==> src/rtl/shapool_pkg.sv <==
// Shared constants and FSM encoding for the shapool job controller and core.
package shapool_pkg;

    localparam int DEFAULT_NONCE_WIDTH = 32;
    localparam int SHA_ROUNDS          = 64;
    // Round pipeline plus its input register and digest compare stage.
    localparam int CORE_LATENCY        = SHA_ROUNDS + 2;

    typedef enum logic [2:0] {
        STATE_IDLE  = 3'd0,
        STATE_PRIME = 3'd1,
        STATE_RUN   = 3'd2,
        STATE_DRAIN = 3'd3,
        STATE_DONE  = 3'd4
    } state_t;

endpackage

==> src/rtl/shapool_nonce_tracker.sv <==
// Nonce tag register, end-of-range compare and latency-corrected result capture.
module shapool_nonce_tracker #(
    parameter int NONCE_WIDTH = 32,
    parameter int LATENCY     = 66
) (
    input  logic                   clk,
    input  logic                   reset_n,
    input  logic                   load,
    input  logic                   advance,
    input  logic                   capture,
    input  logic [NONCE_WIDTH-1:0] start,
    input  logic [NONCE_WIDTH-1:0] last,
    output logic [NONCE_WIDTH-1:0] tag,
    output logic [NONCE_WIDTH-1:0] result,
    output logic                   at_end
);

    logic [NONCE_WIDTH-1:0] last_q;

    always_ff @(posedge clk) begin
        if (!reset_n) begin
            tag    <= '0;
            last_q <= '0;
            result <= '0;
        end else begin
            if (load) begin
                tag    <= start;
                last_q <= last;
                result <= '0;
            end else if (advance) begin
                tag <= tag + NONCE_WIDTH'(1);
            end
            // The hit belongs to the nonce issued LATENCY cycles ago.
            if (capture) begin
                result <= tag - NONCE_WIDTH'(LATENCY);
            end
        end
    end

    assign at_end = (tag == last_q);

endmodule

==> src/rtl/shapool_job_controller.sv <==
// Sequences one shapool search job: prime, issue nonces, drain, report.
module shapool_job_controller
    import shapool_pkg::*;
#(
    parameter int NONCE_WIDTH = DEFAULT_NONCE_WIDTH,
    parameter int LATENCY     = CORE_LATENCY,
    parameter int DRAIN_WIDTH = 8
) (
    input  logic                   clk,
    input  logic                   reset_n,
    input  logic                   job_load,
    input  logic [NONCE_WIDTH-1:0] nonce_start,
    input  logic [NONCE_WIDTH-1:0] nonce_end,
    input  logic                   core_success,
    input  logic                   result_ack,
    output logic                   core_reset_n,
    output logic                   core_enable,
    output logic [NONCE_WIDTH-1:0] core_nonce,
    output logic [NONCE_WIDTH-1:0] result_nonce,
    output logic                   result_found,
    output logic                   exhausted,
    output logic                   busy
);

    state_t                 state_q, state_d;
    logic [DRAIN_WIDTH-1:0] drain_q, drain_d;
    logic                   found_q, found_d;
    logic                   exh_q, exh_d;
    logic                   busy_q;
    logic                   load, advance, capture, at_end;

    shapool_nonce_tracker #(
        .NONCE_WIDTH(NONCE_WIDTH),
        .LATENCY    (LATENCY)
    ) u_tracker (
        .clk    (clk),
        .reset_n(reset_n),
        .load   (load),
        .advance(advance),
        .capture(capture),
        .start  (nonce_start),
        .last   (nonce_end),
        .tag    (core_nonce),
        .result (result_nonce),
        .at_end (at_end)
    );

    always_ff @(posedge clk) begin
        if (!reset_n) begin
            state_q <= STATE_IDLE;
            drain_q <= '0;
            found_q <= 1'b0;
            exh_q   <= 1'b0;
            busy_q  <= 1'b0;
        end else begin
            state_q <= state_d;
            drain_q <= drain_d;
            found_q <= found_d;
            exh_q   <= exh_d;
            busy_q  <= (state_d != STATE_IDLE);
        end
    end

    always_comb begin
        state_d = state_q;
        drain_d = drain_q;
        found_d = found_q;
        exh_d   = exh_q;
        load    = 1'b0;
        capture = 1'b0;
        case (state_q)
            STATE_IDLE: begin
                if (job_load) begin
                    load    = 1'b1;
                    state_d = STATE_PRIME;
                end
            end
            STATE_PRIME: state_d = STATE_RUN;
            STATE_RUN: begin
                if (core_success) begin
                    capture = 1'b1;
                    found_d = 1'b1;
                    state_d = STATE_DONE;
                end else if (at_end) begin
                    drain_d = DRAIN_WIDTH'(LATENCY);
                    state_d = STATE_DRAIN;
                end
            end
            // Success is checked first so a hit on the final drain cycle wins.
            STATE_DRAIN: begin
                drain_d = drain_q - DRAIN_WIDTH'(1);
                if (core_success) begin
                    capture = 1'b1;
                    found_d = 1'b1;
                    state_d = STATE_DONE;
                end else if (drain_q == DRAIN_WIDTH'(1)) begin
                    exh_d   = 1'b1;
                    state_d = STATE_DONE;
                end
            end
            STATE_DONE: begin
                if (result_ack) begin
                    found_d = 1'b0;
                    exh_d   = 1'b0;
                    state_d = STATE_IDLE;
                end
            end
            default: begin
                found_d = 1'b0;
                exh_d   = 1'b0;
                state_d = STATE_IDLE;
            end
        endcase
    end

    assign advance      = (state_q == STATE_RUN) || (state_q == STATE_DRAIN);
    assign core_enable  = (state_q == STATE_RUN);
    assign core_reset_n = busy_q;
    assign busy         = busy_q;
    assign result_found = found_q;
    assign exhausted    = exh_q;

endmodule
==> config.mk <==
export PLATFORM = sky130hd
export DESIGN_NAME = shapool_job_controller
export DESIGN_NICKNAME = d
export VERILOG_FILES = /design/src/rtl/shapool_pkg.sv /design/src/rtl/shapool_nonce_tracker.sv /design/src/rtl/shapool_job_controller.sv
export SDC_FILE = /design/constraint.sdc
export NUM_CORES = 1
export LEC_CHECK = 0
export ABC_AREA = 1
export ABC_CLOCK_PERIOD_IN_PS = 3200
export CAP_MARGIN = 10
export CORE_MARGIN = 2
export CORE_UTILIZATION = 56
export DETAILED_ROUTE_END_ITERATION = 12
export PLACE_DENSITY_LB_ADDON = 0.25
export SLEW_MARGIN = 20
export SYNTH_ARGS = -nofsm -noshare
export SYNTH_HDL_FRONTEND = slang
export SYNTH_SLANG_ARGS = --single-unit
==> constraint.sdc <==
create_clock -name clk -period 3.2 [get_ports clk]
set_clock_uncertainty 0.1 [all_clocks]
set_input_delay 0.64 -clock clk [delete_from_list [all_inputs] [get_ports clk]]
set_output_delay 0.64 -clock clk [all_outputs]
set_load 0.03 [all_outputs]
==> impl_results.rst <==
.. list-table::
   :header-rows: 1

   * - Metric
     - Value
   * - Clock latency on the worst-skew pair
     - 0.36 ns
   * - Number of distinct standard cells referenced by the synthesized netlist
     - 48
   * - Syn_nets
     - 1143
   * - EDFF count, synth
     - 0
   * - Placer congestion estimate
     - 0.958
   * - Drt pass-1 iters
     - 6
   * - Slew at the pin closest to its max-slew limit
     - 0.735 ns
   * - Routed wirelength normalized by instance count
     - 16.3 um
   * - Congestion Overflow GR
     - 0
   * - Share of final-layout standard cells stronger than drive strength 1
     - 0.0675
   * - Number of vias per cell
     - 5.66
   * - DR DRC count
     - 0
   * - Fin crit period
     - 2.60 ns
   * - Antenna Nets Post-Route
     - 0
   * - CP required
     - 2.46 ns
   * - Worst max-slew margin expressed relative to the limit
     - 0.508
   * - Yosys reg bits
     - 110
   * - Largest stage delay, worst path
     - 0.79 ns
   * - Total inserted antenna cells
     - 0
   * - Total placed cells including tap cells
     - 1302
   * - Number of warnings issued by yosys
     - 0
   * - Path class of the lowest-slack min-delay path
     - reg2reg
   * - # port buffers
     - 137
   * - Post-detailed-routing wire length
     - 21500 um
   * - CTS tree
     - built
   * - Non-filler cells in the finished layout
     - 1317
   * - Overall Global Routing Usage
     - 0.333
   * - Register area share after synthesis
     - 0.324
   * - Die X
     - 114 um
   * - Clock transition at the registers of the reported paths
     - 0.07 ns
   * - Yosys top cell by area
     - sky130_fd_sc_hd__dfxtp_1
   * - Library cell with the highest instance count after synthesis
     - sky130_fd_sc_hd__nand2_1
   * - Yosys top cell area share
     - 0.324
   * - Mean post-synth cell area
     - 6.36 um^2
   * - Worst ir drop on vdd
     - 320 uV
   * - Pleak
     - 3.41 nW
   * - Setup TNS
     - 0 ns
   * - Master of the slowest instance on the critical path
     - sky130_fd_sc_hd__clkdlybuf4s50_1
   * - Die Height
     - 114 um
   * - Core utilization of the finished layout
     - 0.707
   * - Run status
     - finished, final reports clean
   * - Via count of the first global-routing pass
     - 6816
   * - Worst path top cell family by delay
     - buffers and inverters
   * - Core region area
     - 11900 um^2
   * - TritonCTS Sinks
     - 110
   * - Max_cap viols
     - 0
   * - Clock Tree Root
     - sky130_fd_sc_hd__clkbuf_16
   * - Top-level I/O count
     - 138
   * - Post-CTS Hold Buffers
     - 0
   * - CTS Buf Count
     - 9
   * - Critical path start-end classification
     - reg2out
   * - Ranking of synthesized cells by instance count
     - sky130_fd_sc_hd__nand2_1 (263), sky130_fd_sc_hd__nor2_1 (127), sky130_fd_sc_hd__dfxtp_1 (110), sky130_fd_sc_hd__inv_1 (92), sky130_fd_sc_hd__a21oi_1 (90)
   * - Initial antenna violation count
     - 0
   * - Core Rows
     - 40
   * - Overall via count from detail_route
     - 7455
   * - Die Outline Area
     - 13000 um^2
   * - Hold violation total from the final report
     - 0
   * - Initial core utilization
     - 0.571
   * - Netlist area before placement
     - 6800 um^2
   * - Level count of the clock H-tree
     - 3
   * - Top area cells in the synthesized netlist
     - sky130_fd_sc_hd__dfxtp_1 (32%), sky130_fd_sc_hd__nand2_1 (15%), sky130_fd_sc_hd__nor2_1 (7.0%)
   * - Endpoints failing setup
     - 0
   * - Mapped Cells
     - 1069
   * - Global-route wire length before repair
     - 34400 um
   * - Largest net degree at the start of global routing
     - 94
   * - Fin crit share
     - 0.812
   * - Critical Path Sink Type
     - output pin
   * - Arrival time at the worst endpoint
     - 1.86 ns
   * - Post-detail-place hpwl
     - 15800 um
   * - Cell-by-cell listing of the critical path
     - clkdlybuf4s50_1
   * - Unrepaired setup endpoints after global routing
     - false
   * - Buffers from clock root to sink, at most
     - 2
   * - Buffers & Inverters on Critical Path
     - 1
   * - Post-synth ARST share
     - 0
   * - Peak clock frequency supported by timing
     - 385 MHz
   * - # Post-CTS Setup Buffers
     - 0
   * - Maximum fanout encountered on the critical timing path
     - 11
   * - Design Power
     - 3.87 mW
   * - Power Dens Cells
     - 460 nW/um^2
   * - Post-layout nets
     - 1240
   * - Number of DRC violations after detailed-routing iteration 0
     - 742
   * - Crit path launch type
     - register
   * - Most instantiated flip-flop cell in the synthesis netlist
     - sky130_fd_sc_hd__dfxtp_1
   * - Cells resized by post-CTS repair
     - 0
   * - Number of pins exceeding their max-slew limit in the final report
     - 0
   * - Growth of design area from synthesis to finish
     - 23.8%
## cell usage in the layout (no fill, tap or decap), drive strengths merged, types with 22 or more instances in the layout
| cell type | count |
|---|---|
| o21ai | 75 |
| clkdlybuf4s50 | 136 |
| nand4 | 26 |
| nor2 | 143 |
| dfxtp | 110 |
| xnor2 | 22 |
| inv | 102 |
| nand3 | 89 |
| a21oi | 90 |
| nand2 | 277 |
## logic make-up after synthesis
family / Yosys count / share of synthesized area
adders and majority gates: 5 / 0.00920
AOI/OAI and AO/OA: 195 / 0.156
xor gates and xnor gates: 24 / 0.0309
DFF: 110 / 0.324
and+or+nand+nor: 568 / 0.375
buffers and inverters: 167 / 0.106
## report_power, final
| group | leakage (nW) | internal [mW] | switching (mW) |
|---|---|---|---|
| clock network | 0.139 | 0.603 | 0.510 |
| registers | 0.901 | 1.47 | 0.167 |
| logic | 2.37 | 0.434 | 0.695 |
| total | 3.41 | 2.50 | 1.37 |
## through the flow
stage | cell area (um^2) | worst slack (ns) | hold WS [ns]
floorplan | 6800 | 1.24 | 0.343
global placement | 8140 | 0.711 | 0.351
detailed placement | 8140 | 0.660 | 0.353
CTS | 8420 | 0.628 | 0.362
global route | 8420 | 0.592 | 0.380
finish | 8420 | 0.600 | 0.362
## path summary, 6_finish.rpt
kind                     endpoint                 start  depth (start not counted)  slack (ns)
max                core_nonce[22]     u_tracker.tag[22]                          1        0.60
min          u_tracker.result[22]  u_tracker.result[22]                          2        0.36
max reg2reg     u_tracker.tag[30]     u_tracker.tag[15]                         11        0.95
min reg2reg  u_tracker.result[22]  u_tracker.result[22]                          2        0.36
## flip-flops by register name (all words and copies together) (netlist names)
register	cells
exhausted	1
drain_q	8
result_found	1
u_tracker.last_q	32
state_q	3
busy	1
u_tracker.tag	32
u_tracker.result	32
## area by class of cell
class | count | area [um^2]
clock buffer | 11 | 233
clock inverter | 4 | 48.8
fill | 1049 | 3490
inverter | 105 | 395
multi-input combinational | 792 | 3880
sequential | 110 | 2200
tap | 147 | 184
timing repair buffer | 148 | 1480
## metal layers
layer	wire [um]	share of wire	track usage	up-vias
met1	9330	0.43	0.463	3324
met4	784	0.037	0.150	0
met2	9510	0.44	0.521	383
met5	0	0	0	-
met3	1820	0.085	0.0381	68
li1	-	-	-	3680
(Power assumes the default switching activity.)
